### config.mk
export PLATFORM = sky130hd
export DESIGN_NAME = mem_load_unit
export DESIGN_NICKNAME = d
export VERILOG_FILES = /design/src/rtl/mem_load_unit.sv
export SDC_FILE = /design/constraint.sdc
export NUM_CORES = 1
export LEC_CHECK = 0
export ABC_AREA = 1
export BUFFER_PORTS_ARGS = -buffer_cell sky130_fd_sc_hd__buf_4
export CORE_ASPECT_RATIO = 1.5
export CORE_MARGIN = 5
export CORE_UTILIZATION = 45
export CTS_CLUSTER_DIAMETER = 60
export CTS_CLUSTER_SIZE = 10
export DETAILED_ROUTE_END_ITERATION = 8
export GPL_ROUTABILITY_DRIVEN = 0
export PLACE_DENSITY = 0.78
export SYNTH_ARGS = -nofsm -noshare
export SYNTH_HDL_FRONTEND = slang
export SYNTH_SLANG_ARGS = --single-unit
### constraint.sdc
create_clock -name clk -period 2.7 [get_ports clk]
set_input_delay 0.54 -clock clk [delete_from_list [all_inputs] [get_ports clk]]
set_output_delay 0.54 -clock clk [all_outputs]
set_load 0.005 [all_outputs]
### src/rtl/mem_load_unit.sv
// ============================================================================
//  Module      : mem_load_unit
//  Description : Load-path front end of the multicycle datapath. Accepts a
//                one-cycle load command, runs the read handshake with data
//                memory, captures the returned word into the memory data
//                register (MDR) and presents the word, byte and halfword
//                results extended to 32 bits for the downstream select mux.
//  Revision    : 1.0 - initial release
// ----------------------------------------------------------------------------
//  Ports
//    clk          in   1   system clock, rising edge
//    reset        in   1   asynchronous, active-low reset
//    load_start   in   1   one-cycle load command, sampled only in IDLE
//    load_type    in   2   00 word, 01 byte, 10 half, 11 illegal
//    load_signed  in   1   1 = sign-extend byte/half, 0 = zero-extend
//    addr_lo      in   2   address bits [1:0] of the load
//    mem_rdata    in  32   data-memory read data
//    mem_ready    in   1   memory read data valid this cycle
//    mem_rd       out  1   read request, high for the whole request phase
//    busy         out  1   high in every state except IDLE
//    done         out  1   one-cycle pulse, results valid from this cycle
//    misaligned   out  1   one-cycle fault pulse
//    timeout      out  1   one-cycle fault pulse
//    wordB        out 32   MDR contents
//    byteB        out 32   selected byte, extended
//    halfB        out 32   selected halfword, extended
// ============================================================================
`default_nettype none

module mem_load_unit #(
  parameter int TIMEOUT = 15  // request cycles without mem_ready before abort, 1..255
) (
  input  logic        clk,
  input  logic        reset,
  input  logic        load_start,
  input  logic [1:0]  load_type,
  input  logic        load_signed,
  input  logic [1:0]  addr_lo,
  input  logic [31:0] mem_rdata,
  input  logic        mem_ready,
  output logic        mem_rd,
  output logic        busy,
  output logic        done,
  output logic        misaligned,
  output logic        timeout,
  output logic [31:0] wordB,
  output logic [31:0] byteB,
  output logic [31:0] halfB
);

  localparam logic [7:0] C_TIMEOUT = 8'(TIMEOUT);

  typedef enum logic [1:0] {
    S_IDLE  = 2'd0,
    S_REQ   = 2'd1,
    S_DONE  = 2'd2,
    S_FAULT = 2'd3
  } state_t;

  state_t      state_q, state_d;
  logic [7:0]  cnt_q, cnt_d;
  logic [31:0] mdr_q, mdr_d;
  // Command fields, latched when a load is accepted.
  logic [1:0]  cmd_addr_q, cmd_addr_d;
  logic        cmd_signed_q, cmd_signed_d;
  // Fields that go with the MDR contents. They are copied from the command
  // fields only on a successful capture, so a faulted load cannot disturb the
  // byte/half results of the previous good load.
  logic [1:0]  res_addr_q, res_addr_d;
  logic        res_signed_q, res_signed_d;
  // Fault cause: 1 = timeout, 0 = misaligned.
  logic        cause_q, cause_d;

  logic        cmd_misaligned;
  logic [7:0]  cnt_inc;

  // The alignment check is made on the live command inputs in the accept
  // cycle, so load_type never needs to be kept past that edge.
  always_comb begin
    cmd_misaligned = 1'b0;
    case (load_type)
      2'b00:   cmd_misaligned = (addr_lo != 2'b00);
      2'b01:   cmd_misaligned = 1'b0;
      2'b10:   cmd_misaligned = addr_lo[0];
      default: cmd_misaligned = 1'b1;
    endcase
  end

  assign cnt_inc = cnt_q + 8'd1;

  always_comb begin
    state_d      = state_q;
    cnt_d        = cnt_q;
    mdr_d        = mdr_q;
    cmd_addr_d   = cmd_addr_q;
    cmd_signed_d = cmd_signed_q;
    res_addr_d   = res_addr_q;
    res_signed_d = res_signed_q;
    cause_d      = cause_q;
    mem_rd       = 1'b0;
    done         = 1'b0;
    misaligned   = 1'b0;
    timeout      = 1'b0;
    busy         = (state_q != S_IDLE);

    case (state_q)
      S_IDLE: begin
        if (load_start) begin
          cmd_addr_d   = addr_lo;
          cmd_signed_d = load_signed;
          if (cmd_misaligned) begin
            cause_d = 1'b0;
            state_d = S_FAULT;
          end else begin
            cnt_d   = 8'd0;
            state_d = S_REQ;
          end
        end
      end
      S_REQ: begin
        mem_rd = 1'b1;
        // A capture in the same cycle the counter would hit the limit wins.
        if (mem_ready) begin
          mdr_d        = mem_rdata;
          res_addr_d   = cmd_addr_q;
          res_signed_d = cmd_signed_q;
          state_d      = S_DONE;
        end else begin
          cnt_d = cnt_inc;
          if (cnt_inc == C_TIMEOUT) begin
            cause_d = 1'b1;
            state_d = S_FAULT;
          end
        end
      end
      S_DONE: begin
        done    = 1'b1;
        state_d = S_IDLE;
      end
      S_FAULT: begin
        misaligned = ~cause_q;
        timeout    = cause_q;
        state_d    = S_IDLE;
      end
      default: state_d = S_IDLE;
    endcase
  end

  always_ff @(posedge clk or negedge reset) begin
    if (!reset) begin
      state_q      <= S_IDLE;
      cnt_q        <= 8'd0;
      mdr_q        <= 32'd0;
      cmd_addr_q   <= 2'd0;
      cmd_signed_q <= 1'b0;
      res_addr_q   <= 2'd0;
      res_signed_q <= 1'b0;
      cause_q      <= 1'b0;
    end else begin
      state_q      <= state_d;
      cnt_q        <= cnt_d;
      mdr_q        <= mdr_d;
      cmd_addr_q   <= cmd_addr_d;
      cmd_signed_q <= cmd_signed_d;
      res_addr_q   <= res_addr_d;
      res_signed_q <= res_signed_d;
      cause_q      <= cause_d;
    end
  end

  // Little-endian lane selection from the MDR.
  logic [31:0] byte_shift;
  logic [7:0]  byte_lane;
  logic [15:0] half_lane;

  assign byte_shift = mdr_q >> {res_addr_q, 3'b000};
  assign byte_lane  = byte_shift[7:0];
  assign half_lane  = res_addr_q[1] ? mdr_q[31:16] : mdr_q[15:0];

  assign wordB = mdr_q;
  assign byteB = {{24{res_signed_q & byte_lane[7]}}, byte_lane};
  assign halfB = {{16{res_signed_q & half_lane[15]}}, half_lane};

endmodule

`default_nettype wire

# Yosys cells after proc, flatten, opt, wreduce, memory -nomap -nowiden
# Cells that the tools add are included.
word_totals:
  out_inout_bits: 101
  wordCells: 56
  inputBits: 41
  ff_bits: 49
op_classes:
  mux: 20
  reduce_logical: 11
  n_addsub: 1
  shift: 1
  bitwise: 3
  eq_ne: 12
op_table:
  columns: ["op", "n"]
  rows:
  - [">> shifter 32 x 5 -> 8 bit", 1]
  - ["2-to-1 mux 8 bit", 3]
  - ["2-to-1 mux 16 bit", 1]
  - ["one-hot mux 8 bit (2 select lines)", 1]
  - ["!= test 2 bit, second input constant", 5]
  - ["adder 8 x 1 -> 8 bit, second input constant", 1]
  - ["== test 8 x 4 -> 1 bit, second input constant", 1]
  - ["2-to-1 mux 1 bit", 8]
  - ["2-to-1 mux 2 bit", 4]
  - ["== test 2 bit, second input constant", 3]
  - ["one-hot mux 2 bit (3 select lines)", 1]
  - ["AND reduction 2 bit", 3]
  - ["nonzero test 2 bit", 3]
  - ["AND reduction 5 bit", 1]
  - ["== test 2 x 1 -> 1 bit, second input constant", 2]
  - ["logical NOT 2 bit", 2]
  - ["AND reduction 4 bit", 1]
  - ["!= test 3 bit, second input constant", 1]
  - ["one-hot mux 1 bit (3 select lines)", 1]
  - ["AND 1 bit", 2]
  - ["one-hot mux 1 bit (2 select lines)", 1]
  - ["OR reduction 2 bit", 1]
  - ["inverter 1 bit", 1]

# Depth between registers and ports, before layout
# Gate-level depths: netlist (run 1).
depth:
  word_depth: 5
  depth_mapped: 10
  mapped_depth_nobuf: 10

# Worst setup path before layout (run 1)
# OpenSTA, ideal clock, no wires.
synth_path:
  path_kind: "reg2out"
  startpoint: "reg res_addr_q[0]"
  endpoint: "out byteB[10]"
  slack_ps: 121
  stages_incl_launch_ff: 7
  path_buffers: 2
  t_arrival_ps: 2039
  t_required_ps: 2160
  path_cell_list: "dfrtp_1 buf_2 clkinv_1 o21ai_0 inv_1 nor2_1 buf_4"
synth_between:
  elab_chain_len: 2
synth_rtl:
  columns: ["item", "line", "text"]
  rows:
  - ["start, declared", "69", "logic [1:0] res_addr_q, res_addr_d;"]
  - ["start signal, assigned", "165", "res_addr_q <= res_addr_d;"]
  - [">> shifter 32 x 5 -> 8 bit", "176", "assign byte_shift = mdr_q >> {res_addr_q, 3'b000};"]
  - ["named net byteB[7]", "47", "output logic [31:0] byteB,"]
  - ["AND 1 bit", "181", "assign byteB = {{24{res_signed_q & byte_lane[7]}}, byte_lane};"]
  - ["end, declared", "47", null]
# The timed path passes the listed nets, and every way through them passes these cells.

# Worst setup path in the final report (run 1)
layout_path:
  startpoint: "reg res_addr_q[1]"
  endpoint: "out byteB[20]"
layout_between:
  elab_chain_len: 2
layout_rtl:
  columns: ["item", "line"]
  rows:
  - [">> shifter 32 x 5 -> 8 bit", "176"]
  - ["AND 1 bit", "181"]
# No other way between the ends.

==> results of run 1 <==
[per-layer routing]
layer | routed length, um | track usage (%) | share of wire (%)
met5 | 0 | 0 | 0
met4 | 184 | 6.60 | 2.5
met3 | 690 | 3.75 | 9.4
met2 | 3910 | 35.5 | 53
met1 | 2550 | 20.8 | 35
[cell type report]
cell class              count  share of cell area [%]
clock buffers               5                    1.90
clock inverters             3                   0.483
inverters                  40                    4.21
multi-input cells         188                    27.1
flip-flops and latches     49                    33.8
well taps                  72                    2.48
repair buffers            144                    30.0
[cell families (layout without fill, tap and decap cells)]
kind of cell    count (synthesis)  after routing  synth area share [%]
compound gates                 49             49                  9.26
xor+xnor                        1              1                 0.324
fa+ha+maj                       2              2                 0.926
buf+inv                        87            192                  18.2
flops                          49             49                  45.4
mux                            18             18                  7.50
simple gates                  118            118                  18.3
[final timing paths]
path / startpoint / endpoint / slack (ns) / depth (start not counted)
setup / recovery: res_addr_q[1] / byteB[20] / 0.30 / 9
hold / removal: reset / wordB[13] / 0.25 / 1
setup reg to reg: state_q[0] / wordB[15] / 1.15 / 4
hold reg to reg: res_signed_q / res_signed_q / 0.50 / 2
max in group asynchronous: reset / cause_q / 2.02 / 1
min in group clk: mem_rdata[10] / wordB[10] / 0.45 / 2
[repair_timing]
action | in CTS | in global routing
endpoints found under the setup margin | 0 | 24
hold endpoints to repair | 0 | 0
gates resized for setup | 0 | 2
buffers inserted | 0 | 0
[power by group]
| group | internal (mW) | leakage, nW | switching (mW) |
|---|---|---|---|
| Combinational | 1.54 | 1.33 | 1.35 |
| Clock | 0.179 | 0.0439 | 0.241 |
| Sequential | 1.05 | 0.577 | 0.222 |
| Total | 2.77 | 1.96 | 1.81 |
[through the flow]
step	total power, mW	std cells	util, %	hold WS [ns]	setup slack (ns)
6_report	4.58	501	62.2	0.252	0.298
5_1_grt	4.97	501	62.2	0.309	0.0184
4_1_cts	4.62	501	62.1	0.275	0.195
3_5_place_dp	4.20	493	60.6	0.482	0.538
3_3_place_gp	4.13	493	60.6	0.466	0.591
2_1_floorplan	2.91	324	-	0.244	0.121
[flip-flops by register name, summed over array words and instances (netlist names)]
signal	cells
cause_q	1
cmd_addr_q	2
cmd_signed_q	1
cnt_q	8
res_addr_q	2
res_signed_q	1
state_q	2
wordB	32
[placed cells by master (no fill, tap or decap), types with 5 or more instances in the layout]
cell type and instances:
buf_4 142, nand2_1 53, dfrtp_1 49, nor2_1 44, a21oi_1 37, inv_1 36, mux2_2 16, o21ai_0 8
nand3_1 8, clkbuf_8 5
==> out/metrics.cfg, run 1 <==
[run_status]
outcome=completed

[setup_path]
data_arrival_time_of_the_worst_path_ns=1.86
crit_path_max_incr_delay_ns=0.40
crit_path_start_kind=register
worst_path_max_delay_cell=dfrtp_1
worst_setup_path_category=reg -> out
cp_max_fanout=30
required_ns=2.16
critical_path_buf_inv_count=4
critical_path.cell_chain=buf_6, nor2_1, a21oi_1, nand2_1, o21ai_0, inv_1, nor2_1, buf_6, buf_4
cell_class_contributing_the_biggest_share_of_worst_path_delay=buffers and inverters
critPathCaptureType=output port

[pwr]
power.ir.vdd_worst_v=0.000668
power.density_nw_per_um2=1260
static-leakage-power_nw=1.96

[synthesis]
synth.cell_area_sq_um=2700
synth-edff-count=0
synthesized_netlist_cell_count=324
dominantRegCellSynth=dfrtp_1
synthesis.yosys.warnings=0
most_frequent_cell_after_synthesis=nand2_1
synth_area_per_cell_sq_um=8.34
synth_nets=367
synth_top_cells_by_area=dfrtp_1 45%, buf_4 11%, nand2_1 7.4%
synth-seq-area-share_pct=45.4
synth_top_area_cell=dfrtp_1
synth_top_area_share_pct=45.4
synth_seq_cells=49
synth_async_sr_flop_share_pct=100
yosysUniqueCellTypes=29
synth_top_cells_by_count=53 x nand2_1, 49 x dfrtp_1, 44 x nor2_1

[cts]
tritoncts_clock_tree=built
cts-buffers-inserted=5
max-clock-path-buffers=2
clk_pin_slew_worst_paths_ns=0.09
ctsHtreeMaxLevel=2
cts_hold_buf=0
clkSinkCount=49
clock_insertion_delay_worst_skew_ns=0.30
clock-root-buffer=clkbuf_8

[die]
design.portCount=142
die_area_sq_um=7680
floorplan.die.height_um=105
die_width_um=73.3
floorplan.rows=34
fp.coreArea_sq_um=5830
initial_utilization_pct=46.4

[placed_design]
placement.io_buffers=141
dp_hpwl_um=5880
dp_area_sq_um=3530

[sta]
setup_viol_count_final=0
timing.final.max_slew_violations=0
transition_time_at_the_pin_with_the_least_slew_margin_ns=0.845
period_needed_ns=2.40
unrepaired_setup_endpoints_after_global_routing=false
finalSetupTns_ns=0
fmaxAchievable_mhz=416
clock_skew_ns=0.00760
max-slew-margin-rel_pct=43.4
final_min_period_over_clock_period_pct=89.0
timing_hold_violations_final=0

[layout]
final-seq-area_sq_um=1230
insertedDiodeCount=0
flow.area_growth_from_synthesis_pct=34.2
multiInputGateArea_sq_um=982
fillCellCount=514
final_layout_size_suffix_gt1_share_pct=41.7
net_count_reported_at_finish=471
post-route-cell-area_sq_um=3630

[global_routing]
grt_first_pass_wirelength_um=11600
antenna_found_initial=0
grt_max_degree=54
first_global_vias=2356
overflow=0
grtUsageTotal_pct=19.1

[route]
dr.first_iter.drc_count=112
antenna_left=0
detail_route.vias_per_cell=4.89
first_pass_iters=4
postRouteWirelength_um=7340
routed_len_inst_um=14.7
drc=0
vias=2451

[min_path]
min-delay-path-class=in -> async

[flow_run]
max-cap-violations=0

No activity file was read; power rests on OpenSTA's default activity.
==> inputs of run 2 (changes only) <==
Settings changed: CELL_PAD_IN_SITES_DETAIL_PLACEMENT from default to 0, CELL_PAD_IN_SITES_GLOBAL_PLACEMENT from default to 1, CORE_UTILIZATION 45 to 32, PLACE_DENSITY 0.78 to 0.79.
==> run 2 against run 1 <==
Core utilization shrank 17 points; total power grew 4.0%; setup slack gained 0.016 ns; final cell count grew 7.2%; maximum frequency grew 0.68%; die area grew 36%; sequential power is essentially flat; critical path depth shrank 2; critical endpoint is now byteB[16].
==> out/metrics.cfg, run 2 (synthesis gave the netlist of run 1 again) <==
[run_status]
outcome=completed  ; unchanged

[route]
dr.first_iter.drc_count=87  ; was 112
drc=0  ; unchanged
first_pass_iters=4  ; unchanged
detail_route.vias_per_cell=4.44  ; was 4.89
vias=2385  ; was 2451
routed_len_inst_um=13.8  ; was 14.7 um
postRouteWirelength_um=7410  ; was 7340 um
antenna_left=0  ; unchanged

[sta]
unrepaired_setup_endpoints_after_global_routing=false  ; unchanged
layout_setup_ws_ns=0.314  ; was 0.298 ns
period_needed_ns=2.39  ; was 2.40 ns
fmaxAchievable_mhz=419  ; was 416 MHz
holdWs_ns=0.268  ; was 0.252 ns
clock_skew_ns=0.00201  ; was 0.00760 ns
max-slew-margin-rel_pct=57.6  ; was 43.4%
setup_viol_count_final=0  ; unchanged
finalSetupTns_ns=0  ; unchanged
transition_time_at_the_pin_with_the_least_slew_margin_ns=0.636  ; was 0.845 ns
timing_hold_violations_final=0  ; unchanged
final_min_period_over_clock_period_pct=88.4  ; was 89.0%
timing.final.max_slew_violations=0  ; unchanged

[cts]
max-clock-path-buffers=2  ; unchanged
cts-buffers-inserted=5  ; unchanged
postCtsSetupRepairBufs=0  ; unchanged
cts_resized=0  ; unchanged
ctsHtreeMaxLevel=2  ; unchanged
clock_insertion_delay_worst_skew_ns=0.28  ; was 0.30 ns
clock-root-buffer=clkbuf_16  ; was clkbuf_8
tritoncts_clock_tree=built  ; unchanged
clkSinkCount=49  ; unchanged
clk_pin_slew_worst_paths_ns=0.06  ; was 0.09 ns
cts_hold_buf=0  ; unchanged

[setup_path]
critical_path_buf_inv_count=5  ; was 4
crit_path_max_incr_delay_ns=0.32  ; was 0.40 ns
crit_path_start_kind=register  ; unchanged
cp_max_fanout=24  ; was 30
critical_path.cell_chain=buf_4, clkinv_1, o21ai_0, inv_1, nor2_1, buf_4, buf_4  ; was buf_6, nor2_1, a21oi_1, nand2_1, o21ai_0, inv_1, nor2_1, buf_6, buf_4
critPathCaptureType=output port  ; unchanged
cpMostUsedCell=buf_4
flop_to_flop_setup_slack_ns=1.13  ; was 1.15 ns
reg2reg_depth=4  ; unchanged
worst_setup_path_category=reg -> out  ; unchanged
worst_r2r_endpoint=wordB[15]  ; unchanged
cell_class_contributing_the_biggest_share_of_worst_path_delay=buffers and inverters  ; unchanged
data_arrival_time_of_the_worst_path_ns=1.85  ; was 1.86 ns
required_ns=2.16  ; about the same
r2r_path_start=state_q[0]  ; unchanged
worst_path_max_delay_cell=dfrtp_1  ; unchanged

[layout]
final_core_utilization_pct=44.8  ; was 62.2%
flow.area_growth_from_synthesis_pct=37.7  ; was 34.2%
most_common_cell_after_layout_fill_and_taps_aside=buf_4  ; unchanged
largest_reg_flops=32  ; unchanged
post-route-cell-area_sq_um=3720  ; was 3630 sq um
insertedDiodeCount=0  ; unchanged
layout_common_cells=145 x buf_4, 53 x nand2_1, 49 x dfrtp_1, 44 x nor2_1, 37 x a21oi_1  ; was 142 x buf_4, 53 x nand2_1, 49 x dfrtp_1, 44 x nor2_1, 37 x a21oi_1
final-instance-count-excl-fill=537  ; was 501
net_count_reported_at_finish=472  ; was 471
final_layout_size_suffix_gt1_share_pct=41.2  ; was 41.7%

[placed_design]
dpl_worst_slack_ns=0.590  ; was 0.538 ns
dp_hpwl_um=5940  ; was 5880 um
placedCellCount=529  ; was 493
dp_area_sq_um=3580  ; was 3530 sq um
placement.io_buffers=141  ; unchanged

[global_routing]
antenna_found_initial=0  ; unchanged
grt_first_pass_wirelength_um=11600  ; unchanged
grtUsageTotal_pct=13.9  ; was 19.1%
overflow=0  ; unchanged
first_global_vias=2323  ; was 2356
grt_max_degree=54  ; unchanged

[die]
fp.coreArea_sq_um=8310  ; was 5830 sq um
die_area_sq_um=10400  ; was 7680 sq um
floorplan.die.height_um=123  ; was 105 um
design.portCount=142  ; unchanged
die_width_um=85.0  ; was 73.3 um
floorplan.rows=41  ; was 34
initial_utilization_pct=32.5  ; was 46.4%

[pwr]
static-leakage-power_nw=1.98  ; was 1.96 nW
power.ir.vdd_worst_v=0.000539  ; was 0.000668 V
power.density_nw_per_um2=1280  ; was 1260 nW/um^2
report.power.total_mw=4.76  ; was 4.58 mW

[min_path]
min-delay-path-class=in -> async  ; unchanged

[flow_run]
max-cap-violations=0  ; unchanged

run 2: final cells by class:
class | count | area (sq um)
flip-flops and latches | 49 | 1230
inverters | 40 | 153
fillers | 861 | 4590
well taps | 107 | 134
repair buffers | 145 | 1090
clock buffers | 8 | 136
multi-input cells | 188 | 982
run 2: worst max-delay path by stage:
| stage | startpoint | endpoint | slack [ns] | cells after the start |
|---|---|---|---|---|
| after global placement | res_addr_q[0] | byteB[10] | 0.67 | 7 |
| after global routing | res_addr_q[0] | byteB[25] | 0.11 | 7 |
| after CTS | res_addr_q[0] | byteB[16] | 0.27 | 7 |
| final | res_addr_q[0] | byteB[16] | 0.31 | 7 |
| after floorplan | res_addr_q[0] | byteB[10] | 0.12 | 6 |
| after detailed placement | res_addr_q[0] | byteB[16] | 0.59 | 7 |
run 2: routing by layer:
layer | vias to the layer above | track usage, % | wire length (um)
li1 | 1189 | - | -
met1 | 1085 | 16.1 | 2930
met2 | 102 | 24.7 | 3710
met3 | 9 | 4.37 | 681
met4 | 0 | 3.27 | 83
met5 | - | 0 | 0
run 2: power breakdown:
group | switching, mW | internal [mW] | total, mW
clock network | 0.255 | 0.345 | 0.600
logic | 1.34 | 1.54 | 2.88
registers | 0.233 | 1.05 | 1.28
